$ cat src/rtl/elevator_req_ctrl.sv
// elevator_req_ctrl: request latching and car/door controller for a two-floor
// elevator. It latches hall and car calls, runs the IDLE/DOOR/MOVE state
// machine from a shared down-counter, and drives registered floor, motion,
// door and request-lamp outputs.
//
// Optional feature: define DOOR_HOLD_EN to add the door_hold input, which
// freezes the door timer while the door is open.

module elevator_req_ctrl #(
  parameter int TRAVEL_CYCLES = 50_000_000,
  parameter int DOOR_CYCLES   = 100_000_000,
  parameter int TIMER_W       = 27
) (
  input  logic       clk,
  input  logic       rst,
`ifdef DOOR_HOLD_EN
  input  logic       door_hold,
`endif
  input  logic       up,
  input  logic       down,
  input  logic       to_one,
  input  logic       to_two,
  output logic       floor,
  output logic       moving_up,
  output logic       moving_down,
  output logic       door_open,
  output logic [3:0] req,
  output logic [1:0] state
);

  typedef enum logic [1:0] {
    IDLE    = 2'd0,
    DOOR    = 2'd1,
    MOVE_UP = 2'd2,
    MOVE_DN = 2'd3
  } state_t;

  // Request bit order is {to_two, to_one, down, up}.
  localparam logic [3:0] FLOOR1_MASK = 4'b0101;
  localparam logic [3:0] FLOOR2_MASK = 4'b1010;

  localparam logic [TIMER_W-1:0] TRAVEL_LOAD = TIMER_W'(TRAVEL_CYCLES - 1);
  localparam logic [TIMER_W-1:0] DOOR_LOAD   = TIMER_W'(DOOR_CYCLES - 1);
  localparam logic [TIMER_W-1:0] TIMER_ONE   = TIMER_W'(1);

  state_t             cur_st, nxt_st;
  logic               cur_floor, nxt_floor;
  logic [TIMER_W-1:0] timer, nxt_timer;
  logic [3:0]         req_q, nxt_req;

  logic [3:0] pulse;
  logic [3:0] here_mask, there_mask;
  logic       demand_here, demand_there, pulse_here;
  logic       timer_done;
  logic       hold;

  assign pulse        = {to_two, to_one, down, up};
  assign here_mask    = cur_floor ? FLOOR2_MASK : FLOOR1_MASK;
  assign there_mask   = cur_floor ? FLOOR1_MASK : FLOOR2_MASK;
  assign demand_here  = |(req_q & here_mask);
  assign demand_there = |(req_q & there_mask);
  assign pulse_here   = |(pulse & here_mask);
  assign timer_done   = (timer == '0);

`ifdef DOOR_HOLD_EN
  assign hold = door_hold;
`else
  assign hold = 1'b0;
`endif

  // Next-state, next-floor and timer decisions for the car/door FSM.
  always_comb begin
    // NOTE: every target gets a default before the case so no path leaves it
    // unassigned, which would otherwise infer a latch.
    nxt_st    = cur_st;
    nxt_floor = cur_floor;
    nxt_timer = timer;
    unique case (cur_st)
      IDLE: begin
        if (demand_here) begin
          nxt_st    = DOOR;
          nxt_timer = DOOR_LOAD;
        end else if (demand_there) begin
          nxt_st    = cur_floor ? MOVE_DN : MOVE_UP;
          nxt_timer = TRAVEL_LOAD;
        end
      end
      MOVE_UP, MOVE_DN: begin
        if (timer_done) begin
          nxt_st    = DOOR;
          nxt_floor = ~cur_floor;
          nxt_timer = DOOR_LOAD;
        end else begin
          nxt_timer = timer - TIMER_ONE;
        end
      end
      DOOR: begin
        if (pulse_here) begin
          // A fresh call for this floor re-opens the door.
          nxt_timer = DOOR_LOAD;
        end else if (hold) begin
          nxt_timer = timer;
        end else if (timer_done) begin
          nxt_st = IDLE;
        end else begin
          nxt_timer = timer - TIMER_ONE;
        end
      end
      default: begin
        nxt_st = IDLE;
      end
    endcase
  end

  // Latch new calls; calls for the floor being served this edge are dropped.
  always_comb begin
    nxt_req = req_q | pulse;
    if (nxt_st == DOOR) begin
      nxt_req = nxt_req & ~(nxt_floor ? FLOOR2_MASK : FLOOR1_MASK);
    end
  end

  // FSM, floor, timer and request registers.
  always_ff @(posedge clk) begin
    // NOTE: sequential state uses non-blocking assignments so every register
    // samples pre-edge values regardless of statement order.
    if (rst) begin
      cur_st    <= IDLE;
      cur_floor <= 1'b0;
      timer     <= '0;
      req_q     <= '0;
    end else begin
      cur_st    <= nxt_st;
      cur_floor <= nxt_floor;
      timer     <= nxt_timer;
      req_q     <= nxt_req;
    end
  end

  // Registered display outputs decoded from the current state and floor.
  always_ff @(posedge clk) begin
    if (rst) begin
      floor       <= 1'b0;
      state       <= 2'd0;
      moving_up   <= 1'b0;
      moving_down <= 1'b0;
      door_open   <= 1'b0;
    end else begin
      floor       <= cur_floor;
      state       <= cur_st;
      moving_up   <= (cur_st == MOVE_UP);
      moving_down <= (cur_st == MOVE_DN);
      door_open   <= (cur_st == DOOR);
    end
  end

  assign req = req_q;

endmodule

$ cat config.mk
export PLATFORM = sky130hd
export DESIGN_NAME = elevator_req_ctrl
export DESIGN_NICKNAME = d
export VERILOG_FILES = /design/src/rtl/elevator_req_ctrl.sv
export SDC_FILE = /design/constraint.sdc
export NUM_CORES = 1
export LEC_CHECK = 0
export BUFFER_PORTS_ARGS = -buffer_cell sky130_fd_sc_hd__buf_2
export CAP_MARGIN = 0
export CORE_UTILIZATION = 55
export CTS_CLUSTER_DIAMETER = 100
export DETAILED_ROUTE_END_ITERATION = 16
export GPL_TIMING_DRIVEN = 0
export PLACE_DENSITY = 0.74
export SYNTH_ARGS = -nofsm -noshare
export SYNTH_HDL_FRONTEND = slang
export SYNTH_SLANG_ARGS = --single-unit
$ cat constraint.sdc
create_clock -name clk -period 3.2 [get_ports clk]
set_input_delay 0.96 -clock clk [delete_from_list [all_inputs] [get_ports clk]]
set_output_delay 0.96 -clock clk [all_outputs]
set_load 0.03 [all_outputs]
# == Yosys cells after proc, flatten, opt, wreduce, memory -nomap -nowiden ==
# Cells that the tools add are included.
# W data, S select, Z words.
# word_totals
regBits,40
latchBits,0
ram_bits,0
romBits,0
input_bits,6
out_inout_bits,10
mem_count,0
# op_classes
addsub,1
mul,0
div_mod_pow,0
n_lt_le_gt_ge,0
n_eq_ne,6
n_shift,0
mux,19
bitwise,7
n_reduce_logical,7
# ops
op,n
$mux W27,5
$pmux W27 S3,1
$logic_not A27 Y1,1
$sub A27 B1 Y27 const B,1
$and A4 B4 Y4,4
$mux W4,4
$reduce_or A4 Y1,3
$mux W2,5
$ne A3 B3 Y1 const B,2
$pmux W2 S3,1
$eq A2 B1 Y1 const B,2
$eq A2 B2 Y1 const B,2
$not A4 Y4,1
$or A4 B4 Y4,1
$mux W1,3
$logic_not A2 Y1,1
$reduce_and A2 Y1,1
$reduce_or A2 Y1,1
$not A1 Y1,1

# == Depth between registers and ports, before layout ==
# Gate-level depths: netlist of run 1.
# logic_depth
word_depth,8
depth_mapped,9
mapped_depth_nobuf,7

# == Worst setup path before layout of run 1 ==
# OpenSTA, ideal clock, no wires.
# synth_timing
path_kind,input -> register
from,in down
to,reg timer[3]
setup_ps,115
t_arrival_ps,2433
setup_slack_ps,653
cell_stages,7
path_buffers,2
path_cell_list,nor3b_1 o21ai_0 or4_1 buf_2 buf_6 o311a_1 o21a_1
# synth_between
elab_chain_len,4
# synth_lines
item,line_no,rtl
start: declaration,20,"input logic down,"
$and A4 B4 Y4 *,62,assign pulse_here = |(pulse & here_mask);
$reduce_or A4 Y1 *,62,
$mux W27 or $ne A3 B3 Y1 (tied branches),--,
$pmux W27 S3 or $reduce_and A2 Y1 (tied branches),--,
end signal: assignment,135,timer <= nxt_timer;
end: declaration,48,"logic [TIMER_W-1:0] timer, nxt_timer;"
# Mark *: on every way between the ends. The rest lies on a longest branch, timed or not.
# A chain may end at the register's enable or synchronous reset.

# == Worst setup path after layout of run 1 ==
# layout_timing
from,in down
to,reg timer[17]
# The elaborated chain is that of the path after synthesis.

==> results of run 1 <==
-- worst reg2reg max path, delay by kind of cell, from the launching register on --
kind                       cells  cell delay (ns)
and+or+nand+nor                4             1.35
buffers and inverters          2             0.45
AOI/OAI and AO/OA              1             0.28
adders and majority gates      1             0.15
DFF                            1             0.36
-- synth_stat cells, types with 5 or more instances --
| cell type | n |
|---|---|
| a211o_1 | 5 |
| a211oi_1 | 10 |
| a21oi_1 | 10 |
| a31oi_1 | 12 |
| clkbuf_1 | 10 |
| dfxtp_1 | 40 |
| inv_1 | 10 |
| nand2_1 | 9 |
| nand3_1 | 5 |
| nor2_1 | 20 |
| nor3_1 | 14 |
| nor4_1 | 5 |
| o211ai_1 | 5 |
| o21a_1 | 9 |
| o21ai_0 | 11 |
| or4_1 | 8 |
-- worst paths after layout --
kind	from	endpoint	slack [ns]
worst max-delay path	down	timer[17]	0.47
worst min-delay path	timer[11]	timer[11]	0.50
worst max register to register	timer[0]	timer[17]	0.52
worst min register to register	timer[11]	timer[11]	0.50
-- power breakdown --
part           total [uW]  switching, uW  internal, uW
Combinational         733            430           302
Sequential            748            142           606
Clock                 351            179           172
Total                1830            752          1080
-- state kept, by name, indices dropped and copies added (netlist names) --
register / flops
cur_st: 2
moving_up: 1
cur_floor: 1
door_open: 1
timer: 27
req: 4
state: 2
floor: 1
moving_down: 1
-- stage by stage --
step,instance area [um2],power [uW],hold slack (ns)
after global placement,2450,1470,0.472
final,2540,1830,0.500
after detailed placement,2450,1470,0.474
after global routing,2540,1950,0.521
after floorplan,2310,1290,0.449
after CTS,2540,1820,0.498
-- cells by family after synthesis --
kind of cell	Yosys count
compound gates	95
xor+xnor	3
fa+ha+maj	2
buf+inv	28
flops	40
mux	1
simple gates	99
-- layer usage --
metal | vias to the layer above | share of wire
li1 | 1096 | -
met1 | 1068 | 0.44
met2 | 102 | 0.46
met3 | 16 | 0.073
met4 | 0 | 0.023
met5 | - | 0
-- area by class of cell --
cell class	instances	area, um2
multi-input cells	200	1380
clock inverters	2	10.0
inverters	10	37.5
fillers	371	1490
plain buffers	18	87.6
flip-flops and latches	40	801
well taps	50	62.6
clock buffers	6	82.6
repair buffers	15	75.1
==> results.sh, run 1 <==
export IMPL_antenna_found_initial=0
export IMPL_slew_viol_final=0
export IMPL_grt_busiest_layer="met2"
export IMPL_yosys_area_share_adder=0.0108
export IMPL_worstSetupEndpointType="register"
export IMPL_synthXorXnorAreaFrac=0.0114
export IMPL_cp_top_family="simple AND/OR/NAND/NOR gates"
export IMPL_fin_crit_sh=0.852
export IMPL_fin_util=0.630
export IMPL_setup_viol=0
export IMPL_dpl_cell_count=333
export IMPL_critPathBufInv=2
export IMPL_fin_cells=341
export IMPL_critPathLaunchType="primary input"
export IMPL_io_buffer_count=15
export IMPL_clock_latency_ns=0.29
export IMPL_clock_sinks=40
export IMPL_synthCells=268
export IMPL_synth_top_family_by_area="compound AO/OA/AOI/OAI gates"
export IMPL_drive_gt1_frac=0.168
export IMPL_grt_overflow_total=0
export IMPL_final_common_cell="dfxtp_1"
export IMPL_ys_warn_count=0
export IMPL_synth_seq_cells=40
export IMPL_powerDensity_mw_per_mm2=722
export IMPL_vias=2282
export IMPL_crit_path_top_delay_cell="nor4_2"
export IMPL_grt_max_degree=13
export IMPL_drt_wl_total_um=6240
export IMPL_hold_violations=0
export IMPL_required_ns=3.40
export IMPL_grt_pass1_wl_um=10300
export IMPL_clk_transition_reported_paths_ns=0.08
export IMPL_route_detailed_drc=0
export IMPL_holdBufCountCts=0
export IMPL_max_stage_delay_ns=0.56
export IMPL_synth_flop_cell="dfxtp_1"
export IMPL_avgSynthCellArea_um2=8.61
export IMPL_htreeDepth=2
export IMPL_hpwl_um=4460
export IMPL_dieArea_mm2=0.00446
export IMPL_max_slew_margin=0.591
export IMPL_cts_buffers=5
export IMPL_place_ws_ns=0.190
export IMPL_io_pins=16
export IMPL_diodes=0
export IMPL_worstHoldPathType="reg2reg"
export IMPL_finalCriticalPeriod_ns=2.73
export IMPL_fin_tns_setup_ns=0
export IMPL_ys_types=59
export IMPL_ys_seq_area_frac=0.347
export IMPL_synth_nets=276
export IMPL_max_freq_mhz=367
export IMPL_clockBufferDepth=2
export IMPL_drv_cap=0
export IMPL_first_iter_violations=179
export IMPL_wl_per_cell_um=18.3
export IMPL_final_cell_mix="dfxtp_1 (40), nor2_1 (20), buf_2 (19), nor3_1 (14), a31oi_1 (12)"
export IMPL_critPathMaxFanout=10
export IMPL_cp_common_cell="buf_2"
export IMPL_cts_tree="done"
export IMPL_postCtsSetupBuffers=0
export IMPL_die_w_um=66.8
export IMPL_drtAntennaViolNets=0
export IMPL_gp_congestion=0.902
export IMPL_met2_usage=0.499
export IMPL_clockRootBuffer="clkbuf_8"
export IMPL_core_mm2=0.00403
export IMPL_fin_nets=298
export IMPL_synth_edf_count=0
export IMPL_worstMarginPinSlew_ns=0.608
export IMPL_start_util=0.573
export IMPL_crit_cells=7
export IMPL_cts_resized_gates=0
export IMPL_rows=23
export IMPL_crit_arrival_ns=2.92
export IMPL_area_growth_synth_to_final_pct=9.97
export IMPL_synth_area_mm2=0.00231
export IMPL_setup_ws_ns=0.475
export IMPL_ir_drop_v=0.000296
export IMPL_use_met3=0.0702
export IMPL_grtUsageMet1=0.391
export IMPL_muxShareOfSynthArea=0.00434
export IMPL_async_flop_share=0
export IMPL_clock_skew_ns=0.00380
export IMPL_die_h_um=66.8
export IMPL_worstHoldPathCells=2
export IMPL_run_status="finished clean"
export IMPL_grt_usage=0.312
export IMPL_synth_compound_area_share=0.300
export IMPL_path_class="in2reg"
export IMPL_synth_top_area_cell="dfxtp_1"
export IMPL_reg2reg_depth=8
export IMPL_vias_per_cell=6.69
export IMPL_firstDrtPassIters=5
export IMPL_rsz0062_at_grt="no"
export IMPL_crit_path_cell_trace="buf_2 > nor3b_1 > o21ai_0 > nor4_2 > buf_2 > nor2_1 > a221oi_1"
export IMPL_p_leak_uw=0.000919
export IMPL_grt_pass1_vias=2125
export IMPL_synthDominantCellAreaShare=0.347
export IMPL_synth_simple_area_share=0.273
export IMPL_synth_top_cells_by_area="dfxtp_1 (35%), a211oi_1 (3.3%), a31oi_1 (3.3%)"
Power figures use the tool's default switching activity.
==> run 2, diff against run 1 <==
--- a/config.mk
+++ b/config.mk
@@ -9,3 +9,3 @@
 export CAP_MARGIN = 0
-export CORE_UTILIZATION = 55
+export CORE_UTILIZATION = 54
 export CTS_CLUSTER_DIAMETER = 100
@@ -13,3 +13,3 @@
 export GPL_TIMING_DRIVEN = 0
-export PLACE_DENSITY = 0.74
+export PLACE_DENSITY = 0.75
 export SYNTH_ARGS = -nofsm -noshare
==> constraint.sdc (replaced) <==
create_clock -name clk -period 2.2 [get_ports clk]
set_input_delay 0.66 -clock clk [delete_from_list [all_inputs] [get_ports clk]]
set_output_delay 0.66 -clock clk [all_outputs]
set_load 0.1 [all_outputs]
==> results.sh, run 2 (same netlist as run 1, synthesis figures left out) <==
export IMPL_path_class="reg2reg"
export IMPL_firstDrtPassIters=4
export IMPL_fin_util=0.736
export IMPL_reg2reg_to="timer[5]"
export IMPL_hold_violations=0
export IMPL_powerDensity_mw_per_mm2=1050
export IMPL_largest_reg_flops=27
export IMPL_io_buffer_count=15
export IMPL_clock_skew_ns=0.00827
export IMPL_io_pins=16
export IMPL_p_leak_uw=0.00110
export IMPL_reg2reg_depth=7
export IMPL_critPathLaunchType="register"
export IMPL_holdBufCountCts=0
export IMPL_grt_pass1_vias=2191
export IMPL_ir_drop_v=0.000503
export IMPL_cp_common_cell="or4_4"
export IMPL_worstHoldPathCells=1
export IMPL_r2r_setup_slack_ns=-0.008
export IMPL_seq_area_um2=817
export IMPL_core_mm2=0.00406
export IMPL_worstMarginPinSlew_ns=0.829
export IMPL_crit_path_cell_trace="or4_4 > nand4b_4 > or4_4 > buf_12 > buf_8 > o311a_1 > o21a_1"
export IMPL_critPathMaxFanout=8
export IMPL_gp_congestion=0.894
export IMPL_grt_pass1_wl_um=10800
export IMPL_violations="setup timing"
export IMPL_drtAntennaViolNets=0
export IMPL_vias_per_cell=6.86
export IMPL_htreeDepth=2
export IMPL_max_freq_mhz=453
export IMPL_finalPower_uw=3150
export IMPL_run_status="finished with violations"
export IMPL_multi_input_comb_area_mm2=0.00157
export IMPL_min_to="req[0]"
export IMPL_cts_tree="done"
export IMPL_setup_ws_ns=-0.00803
export IMPL_grt_overflow_total=0
export IMPL_die_w_um=67.4
export IMPL_diodes=0
export IMPL_clock_sinks=40
export IMPL_drt_wl_total_um=7160
export IMPL_finalCriticalPeriod_ns=2.21
export IMPL_vias=2482
export IMPL_top_register="timer"
export IMPL_fillCellCount=278
export IMPL_fin_crit_sh=1.00
export IMPL_max_slew_margin=0.448
export IMPL_dieArea_mm2=0.00454
export IMPL_holdCritStartpoint="req[0]"
export IMPL_drv_cap=0
export IMPL_r2r_start="timer[18]"
export IMPL_grt_usage=0.327
export IMPL_first_iter_violations=250
export IMPL_final_cell_mix="dfxtp_1 (31), buf_4 (19), nor2_1 (18), buf_2 (16), nor3_1 (11)"
export IMPL_rsz0062_at_grt="yes"
export IMPL_final_common_cell="dfxtp_1"
export IMPL_clockRootBuffer="clkbuf_8"
export IMPL_fin_tns_setup_ns=-0.0113
export IMPL_crit_arrival_ns=2.42
export IMPL_antenna_found_initial=0
export IMPL_rows=23
export IMPL_drive_gt1_frac=0.346
export IMPL_required_ns=2.41
export IMPL_wl_per_cell_um=19.8
export IMPL_setup_viol=2
export IMPL_area_growth_synth_to_final_pct=29.3
export IMPL_max_stage_delay_ns=0.51
export IMPL_fin_nets=319
export IMPL_worstHoldPathType="reg2reg"
export IMPL_route_detailed_drc=0
export IMPL_slew_viol_final=0
export IMPL_place_ws_ns=-0.446
export IMPL_clockBufferDepth=2
export IMPL_hpwl_um=4480
export IMPL_clock_latency_ns=0.30
export IMPL_cts_buffers=5
export IMPL_crit_path_top_delay_cell="or4_4"
export IMPL_die_h_um=67.4
export IMPL_clk_transition_reported_paths_ns=0.08
export IMPL_worstSetupEndpointType="register"
export IMPL_start_util=0.569
export IMPL_grt_max_degree=13
run 2: worst max-delay path by stage:
| stage | depth (start not counted) | to | from |
|---|---|---|---|
| detailed placement | 7 | timer[12] | down |
| global route | 7 | timer[5] | timer[7] |
| finish | 7 | timer[5] | timer[18] |
| floorplan | 7 | timer[3] | down |
| global placement | 7 | timer[19] | down |
| CTS | 7 | timer[3] | timer[18] |
run 2: stage by stage:
stage	instance area, um2	cells	hold WS, ns
after CTS	2790	353	0.489
after global routing	2990	362	0.508
after global placement	2460	333	0.469
after detailed placement	2460	333	0.475
after floorplan	2320	268	0.449
final	2990	362	0.499
run 2: final cells by class:
cell class | count | share of cell area
Timing Repair Buffer | 36 | 0.0889
Tap cell | 50 | 0.0210
Sequential cell | 40 | 0.274
Inverter | 10 | 0.0134
Clock inverter | 2 | 0.0117
Clock buffer | 6 | 0.0243
Multi-Input combinational cell | 200 | 0.525
Buffer | 18 | 0.0423
run 2: what timing repair did:
item                       4_1_cts  5_1_grt
cloned                           1        0
buffers inserted                11        9
resized for setup               31       30
setup endpoints to repair       32       31
pin swaps                        9        8
run 2: critical path, delay by kind of cell (launching register included):
kind,cells,cell delay [ns]
simple gates,3,1.16
flops,1,0.36
buf+inv,2,0.30
compound gates,2,0.29
run 2: per-layer routing:
layer  share of wire  track usage
met5               0            0
met4           0.028        0.168
met3           0.070       0.0726
met2            0.47        0.506
met1            0.43        0.424
run 2: where the power goes:
part	total [uW]	internal, uW	switching (uW)
Clock	616	337	279
Sequential	1120	892	232
Combinational	1410	550	857
